==> src/rtl/md_issue_ctrl_pkg.sv <==
// Shared encodings and constants for the HI/LO multiply/divide issue controller.
// Used by md_issue_ctrl and the optional md_watchdog (MD_WATCHDOG_EN).
package md_issue_ctrl_pkg;

  localparam int MULT_LAT = 5;
  localparam int DIV_LAT  = 10;
  localparam int WD_SLACK = 4;
  localparam int WD_CNT_W = 5;

  typedef enum logic [2:0] {
    MD_NONE  = 3'd0,
    MD_MULT  = 3'd1,
    MD_MULTU = 3'd2,
    MD_DIV   = 3'd3,
    MD_DIVU  = 3'd4,
    MD_MFHL  = 3'd5,
    MD_MTHL  = 3'd6
  } md_op_e;

  typedef enum logic [1:0] {
    ST_IDLE   = 2'd0,
    ST_LAUNCH = 2'd1,
    ST_WAIT   = 2'd2
  } md_state_e;

  typedef enum logic {
    KIND_MUL = 1'b0,
    KIND_DIV = 1'b1
  } md_kind_e;

  function automatic logic is_mul_class(input logic [2:0] op);
    return (op == MD_MULT) || (op == MD_MULTU) || (op == MD_DIV) || (op == MD_DIVU);
  endfunction

  function automatic md_kind_e kind_of(input logic [2:0] op);
    return ((op == MD_DIV) || (op == MD_DIVU)) ? KIND_DIV : KIND_MUL;
  endfunction

endpackage

==> src/rtl/md_issue_ctrl_watchdog.sv <==
// Watchdog for the multiply/divide unit: counts cycles an operation is in flight
// and raises a sticky timeout once the count passes the expected latency plus slack.
module md_watchdog
  import md_issue_ctrl_pkg::*;
(
  input  logic       clk,
  input  logic       reset,
  input  logic       launch_i,
  input  logic [2:0] op_i,
  input  logic       active_i,
  output logic       timeout_o
);

  md_kind_e            kind_q, kind_d;
  logic [WD_CNT_W-1:0] count_q, count_d;
  logic [WD_CNT_W-1:0] limit;
  logic                timeout_q, timeout_d;

  // The counter saturates so a hung unit cannot wrap it back under the limit.
  always_comb begin
    kind_d    = kind_q;
    count_d   = count_q;
    timeout_d = timeout_q;
    limit     = (kind_q == KIND_MUL) ? WD_CNT_W'(MULT_LAT + WD_SLACK)
                                     : WD_CNT_W'(DIV_LAT + WD_SLACK);
    if (launch_i) begin
      kind_d  = kind_of(op_i);
      count_d = '0;
    end else if (active_i) begin
      if (count_q > limit) timeout_d = 1'b1;
      if (count_q != '1)   count_d   = count_q + 1'b1;
    end
  end

  always_ff @(posedge clk) begin
    if (reset) begin
      kind_q    <= KIND_MUL;
      count_q   <= '0;
      timeout_q <= 1'b0;
    end else begin
      kind_q    <= kind_d;
      count_q   <= count_d;
      timeout_q <= timeout_d;
    end
  end

  assign timeout_o = timeout_q;

endmodule

==> src/rtl/md_issue_ctrl.sv <==
// E-stage issue and interlock controller for the HI/LO multiply/divide unit.
// Define MD_WATCHDOG_EN to build md_watchdog and drive md_timeout; otherwise md_timeout is 0.
module md_issue_ctrl
  import md_issue_ctrl_pkg::*;
(
  input  logic       clk,
  input  logic       reset,
  input  logic [2:0] d_md_op,
  input  logic [2:0] e_md_op,
  input  logic       e_valid,
  input  logic       exc_flush,
  input  logic       md_busy,
  output logic       md_start,
  output logic       stall_d,
  output logic       md_pending,
  output logic       md_done,
  output logic       md_proto_err,
  output logic       md_timeout
);

  md_state_e state_q;
  logic      proto_err_q;
  logic      e_mul;
  logic      d_any;

  assign e_mul = is_mul_class(e_md_op);
  assign d_any = (d_md_op != MD_NONE);

  // Busy is invisible during the start cycle and must be trusted from LAUNCH on;
  // in WAIT the stall drops the first cycle busy reads low so HI/LO readers advance.
  assign md_start   = e_valid && e_mul && !exc_flush && (state_q == ST_IDLE);
  assign stall_d    = d_any && (md_start || (state_q == ST_LAUNCH) ||
                                ((state_q == ST_WAIT) && md_busy));
  assign md_pending = (state_q != ST_IDLE);
  assign md_done    = (state_q == ST_WAIT) && !md_busy;
  assign md_proto_err = proto_err_q;

  always_ff @(posedge clk) begin
    if (reset) begin
      state_q     <= ST_IDLE;
      proto_err_q <= 1'b0;
    end else begin
      if (e_valid && e_mul && (state_q != ST_IDLE)) proto_err_q <= 1'b1;
      unique case (state_q)
        ST_IDLE: begin
          if (md_start) state_q <= ST_LAUNCH;
        end
        ST_LAUNCH: begin
          state_q <= ST_WAIT;
          if (!md_busy) proto_err_q <= 1'b1;
        end
        ST_WAIT: begin
          if (!md_busy) state_q <= ST_IDLE;
        end
        default: state_q <= ST_IDLE;
      endcase
    end
  end

`ifdef MD_WATCHDOG_EN
  md_watchdog u_watchdog (
    .clk       (clk),
    .reset     (reset),
    .launch_i  (md_start),
    .op_i      (e_md_op),
    .active_i  (md_pending),
    .timeout_o (md_timeout)
  );
`else
  assign md_timeout = 1'b0;
`endif

endmodule

==> config.mk <==
export PLATFORM = sky130hd
export DESIGN_NAME = md_issue_ctrl
export DESIGN_NICKNAME = d
export VERILOG_FILES = /design/src/rtl/md_issue_ctrl_pkg.sv /design/src/rtl/md_issue_ctrl_watchdog.sv /design/src/rtl/md_issue_ctrl.sv
export SDC_FILE = /design/constraint.sdc
export NUM_CORES = 1
export LEC_CHECK = 0
export ABC_AREA = 0
export BUFFER_PORTS_ARGS = -buffer_cell sky130_fd_sc_hd__buf_2
export CAP_MARGIN = 20
export CELL_PAD_IN_SITES_DETAIL_PLACEMENT = 0
export CELL_PAD_IN_SITES_GLOBAL_PLACEMENT = 1
export CORE_AREA = 2 2 39 41
export CTS_CLUSTER_DIAMETER = 40
export CTS_CLUSTER_SIZE = 25
export DETAILED_ROUTE_END_ITERATION = 12
export DIE_AREA = 0 0 41 43
export GPL_ROUTABILITY_DRIVEN = 0
export GPL_TIMING_DRIVEN = 0
export PLACE_DENSITY = 0.65
export SYNTH_ARGS = -nofsm -noshare
export SYNTH_HDL_FRONTEND = slang
export SYNTH_SLANG_ARGS = --single-unit
==> constraint.sdc <==
create_clock -name clk -period 1.3 [get_ports clk]
set_input_delay 0.26 -clock clk [delete_from_list [all_inputs] [get_ports clk]]
set_output_delay 0.26 -clock clk [all_outputs]
set_load 0.02 [all_outputs]
### Word level (Yosys, flattened, before mapping)

Cells that the tools add are included.

| operators by class | value |
|---|---|
| reduce and logical (&&, ||, !) cells | 18 |
| muxes and demuxes | 6 |
| equal/unequal tests | 8 |

Operator list:

| operator | number |
|---|---|
| logical AND 1 bit | 7 |
| == test 3 x 2 -> 1 bit (second input constant) | 2 |
| one-hot mux 2 bit (3 select lines) | 1 |
| logical OR 1 bit | 5 |
| two-way mux 2 bit | 2 |
| != test 2 bit (second input constant) | 2 |
| == test 3 x 1 -> 1 bit (second input constant) | 1 |
| == test 3 bit (second input constant) | 1 |
| two-way mux 1 bit | 3 |
| nonzero test 3 bit | 1 |
| == test 2 x 1 -> 1 bit (second input constant) | 1 |
| == test 2 bit (second input constant) | 1 |
| logical NOT 1 bit | 2 |
| logical NOT 2 bit | 1 |
| AND reduction 2 bit | 1 |
| nonzero test 2 bit | 1 |

| storage, ports and cells | value |
|---|---|
| register bits after elaboration | 3 |
| input port bits | 11 |
| word-level logic and storage cells | 34 |

### Longest topological paths before layout

| depth | value |
|---|---|
| word-level depth | 10 |
| depth in mapped cells | 3 |

### Least setup slack after synthesis

No wires, ideal clock.

| timing path | value |
|---|---|
| kind | reg2out |
| from | reg state_q[1] |
| to | out md_start |
| path buffers | 0 |
| required time | 1.040 ns |
| cell stages (with the launch flop) | 3 |
| setup slack | -0.080 ns |
| arrival | 1.120 ns |
| path through | dfxtp_1 or2_4 nor3_1 |

| between the ends | value |
|---|---|
| word-level cells in the longest chain between the ends | 2 |

Ends and longest elaborated chain:

| element | RTL line | source |
|---|---|---|
| start: declaration | md_issue_ctrl.sv:21 | `md_state_e state_q;` |
| start signal: assignment | md_issue_ctrl.sv:40 | `state_q <= ST_IDLE;` |
| start signal: assignment | md_issue_ctrl.sv:46 | `if (md_start) state_q <= ST_LAUNCH;` |
| start signal: assignment | md_issue_ctrl.sv:49 | `state_q <= ST_WAIT;` |
| logical NOT 2 bit | md_issue_ctrl.sv:31 | `assign md_start = e_valid && e_mul && !exc_flush && (state_q == ST_IDLE);` |
| logical AND 1 bit | md_issue_ctrl.sv:31 |  |
| end: declaration | md_issue_ctrl.sv:13 | `output logic md_start,` |

No other way between the ends.

### Final worst setup path

| timing path | value |
|---|---|
| from | reg state_q[1] |
| to | out stall_d |

| between the ends | value |
|---|---|
| word-level cells in the longest chain between the ends | 5 |
| elaborated cells on any way between the ends | 8 |
| those cells by class | eq/ne (2); reduce/logical (6) |

Ends and longest elaborated chain:

| element | RTL line | source |
|---|---|---|
| logical NOT 2 bit | md_issue_ctrl.sv:31 |  |
| logical AND 1 bit | md_issue_ctrl.sv:31 |  |
| logical OR 1 bit | md_issue_ctrl.sv:32 | `assign stall_d = d_any && (md_start \|\| (state_q == ST_LAUNCH) \|\|` |
| logical OR 1 bit * | md_issue_ctrl.sv:32 |  |
| logical AND 1 bit * | md_issue_ctrl.sv:32 |  |
| end: declaration | md_issue_ctrl.sv:14 | `output logic stall_d,` |

Every way passes the cells marked *; elsewhere a longest branch is shown, timed or not.

==> impl_metrics.py <==
metrics = {
    "synthesis": {
        "synth_top_area_share": 0.282,
        "ys_types": 17,
        "seq_area_frac_synth": 0.282,
        "synth_mux_area_frac": 0,
        "synth_top_family_by_area": "simple AND/OR/NAND/NOR gates",
        "ys_ff_latch": 3,
        "synth_area_per_cell_um2": 8.86,
        "synth.yosys.warnings": 0,
        "yosys.area.top_type": "dfxtp_1",
        "synth-compound-area-share": 0.159,
        "synth_nets": 35,
        "synth_xor_area_frac": 0,
        "netlist_instances": 24,
        "yosys.area_share.adder": 0,
        "synth-simple-area-share": 0.506,
        "syn_area_um2": 213,
        "yosys-top-cells-area": "dfxtp_1 (28%), nor2_1 (8.8%), nand3_4 (8.2%)",
    },
    "critical_path": {
        "crit_slowest_cell": "or3_1",
        "crit_start": "state_q[1]",
        "crit_chain": "or3_1, o21ai_2, buf_6",
        "cp_data_required_time_ns": 1.04,
        "startpoint_type": "flip-flop",
        "worst_ep_arrival_time_ns": 1.20,
        "path_class": "reg2out",
        "cp_max_fo": 6,
        "r2r_start": "state_q[1]",
        "critPathMaxStageDelay_ns": 0.38,
        "end_kind": "output port",
    },
    "floorplan": {
        "die-width_um": 41,
        "pin_count": 17,
        "die_area_um2": 1760,
        "fp.coreArea_um2": 1380,
        "die_h_um": 43,
        "rows": 14,
        "start_util": 0.154,
    },
    "global_routing": {
        "grt_pass1_wl_um": 890,
        "grt_max_degree": 7,
        "gr-usage-all-layers": 0.0792,
        "grt_overflow_total": 0,
        "grt_antenna_before_repair": 0,
        "grt_pass1_vias": 240,
    },
    "route": {
        "viasPerCell": 4.08,
        "drt_iter0_drc": 5,
        "dr.pass1.iters": 2,
        "num_vias": 241,
        "drc": 0,
        "routedWlPerCell_um": 8.76,
        "ant_nets": 0,
        "wl_um": 517,
    },
    "sta": {
        "setup_viol": 2,
        "fin_hold_ws_ns": 0.235,
        "rsz0062_at_grt": "yes",
        "hold_viol": 0,
        "fmax_mhz": 683,
        "timing.final.ws_setup_ns": -0.165,
        "finalMaxSlewViolations": 0,
        "period_needed_ns": 1.46,
        "final.period_utilization": 1.13,
        "skew_ns": 0.000580,
    },
    "status": {
        "violations": "negative setup slack",
        "status": "finished, violations left",
    },
    "flow_run": {
        "cap_viol_max_count": 0,
    },
    "layout": {
        "areaGrowthSynthToFinish_pct": 65.3,
        "final_nets": 55,
        "final_common_cell": "buf_2",
        "final_cell_mix": "buf_2 (12), nor2_1 (5), buf_4 (3), clkbuf_4 (3), dfxtp_1 (2)",
        "drive_gt1_frac": 0.628,
        "fill_cells": 160,
        "ff_latch_area_um2": 61.3,
        "multiInputGateArea_um2": 150,
        "diodes": 0,
    },
    "placed_design": {
        "numPortBuffers": 15,
        "place_ws_ns": -0.0539,
    },
    "cts": {
        "cts_max_level": 1,
        "cts.root.buffer_cell": "clkbuf_4",
        "cts_setup_buffers": 0,
        "cts_buffer_depth": 2,
        "numCtsBuffers": 3,
        "cts_tree": "built",
        "clkSinkCount": 3,
        "clock_latency_ns": 0.23,
        "cts.clk_slew.worst_paths_ns": 0.04,
    },
    "power": {
        "vdd_drop_max_mv": 0.309,
        "p_leak_nw": 0.165,
        "powerDensity_nw_per_um2": 972,
    },
    "min_path": {
        "holdCritStartpoint": "reset",
        "min_path_type": "in2reg",
    },
}
==> path summary, 6_finish.rpt <==
kind	to	slack, ns	cells past startpoint
hold reg to reg	md_proto_err	0.54	2
setup / recovery	stall_d	-0.16	3
hold / removal	md_proto_err	0.23	2
setup reg to reg	state_q[0]	0.41	2
==> flip-flops by register name, indices dropped and copies added (netlist names) <==
signal        count
state_q           2
md_proto_err      1
==> cells in the mapped netlist, drive strengths merged <==
cell	count
nor2b	1
nor2	5
o21bai	1
and3b	1
nor3b	1
buf	1
dfxtp	3
or3	2
o21ai	2
nor4	1
or2	1
a211oi	1
nand3	1
nor3	2
conb	1
==> routing by layer <==
layer / vias to the layer above / GRT usage / wire (um)
met5: - / 0 / 0
met4: 0 / 0.0600 / 0
met3: 0 / 0.0628 / 88
met2: 17 / 0.0875 / 204
met1: 102 / 0.0962 / 224
li1: 122 / - / -
==> cells by family after synthesis <==
family / Yosys count
flops: 3
buf+inv: 1
compound gates: 4
other cells: 1
simple gates: 15
==> power breakdown <==
part / leakage [nW] / switching, mW / internal [mW]
sequential: 0.0248 / 0.00275 / 0.0960
clock: 0.0150 / 0.0477 / 0.115
combinational: 0.125 / 0.0418 / 0.0384
==> stage by stage <==
stage,power (mW),TNS [ns],std cells,area (um2),util
global route,0.372,-0.369,59,352,0.254
global placement,0.174,-0.0717,55,313,0.226
finish,0.342,-0.268,59,352,0.254
detailed placement,0.175,-0.0759,55,313,0.226
floorplan,0.144,0,24,218,-
CTS,0.350,-0.287,59,349,0.252
==> critical path: cells and delay by family, from the launching register on <==
| kind | cells | cell delay, ns |
|---|---|---|
| flops | 1 | 0.33 |
| compound gates | 1 | 0.13 |
| simple gates | 1 | 0.38 |
| buf+inv | 1 | 0.13 |
==> timing repair <==
| action | in CTS | in global routing |
|---|---|---|
| hold buffers | 0 | 0 |
| gates resized for setup | 4 | 1 |
| setup endpoints to repair | 3 | 3 |
==> final cells by class <==
type | instances | area share
multi-input cells | 20 | 0.427
well taps | 16 | 0.0569
plain buffers | 1 | 0.0214
flip-flops and latches | 3 | 0.174
repair buffers | 15 | 0.246
clock buffers | 4 | 0.0747
No activity file was read; power rests on OpenSTA's default activity.
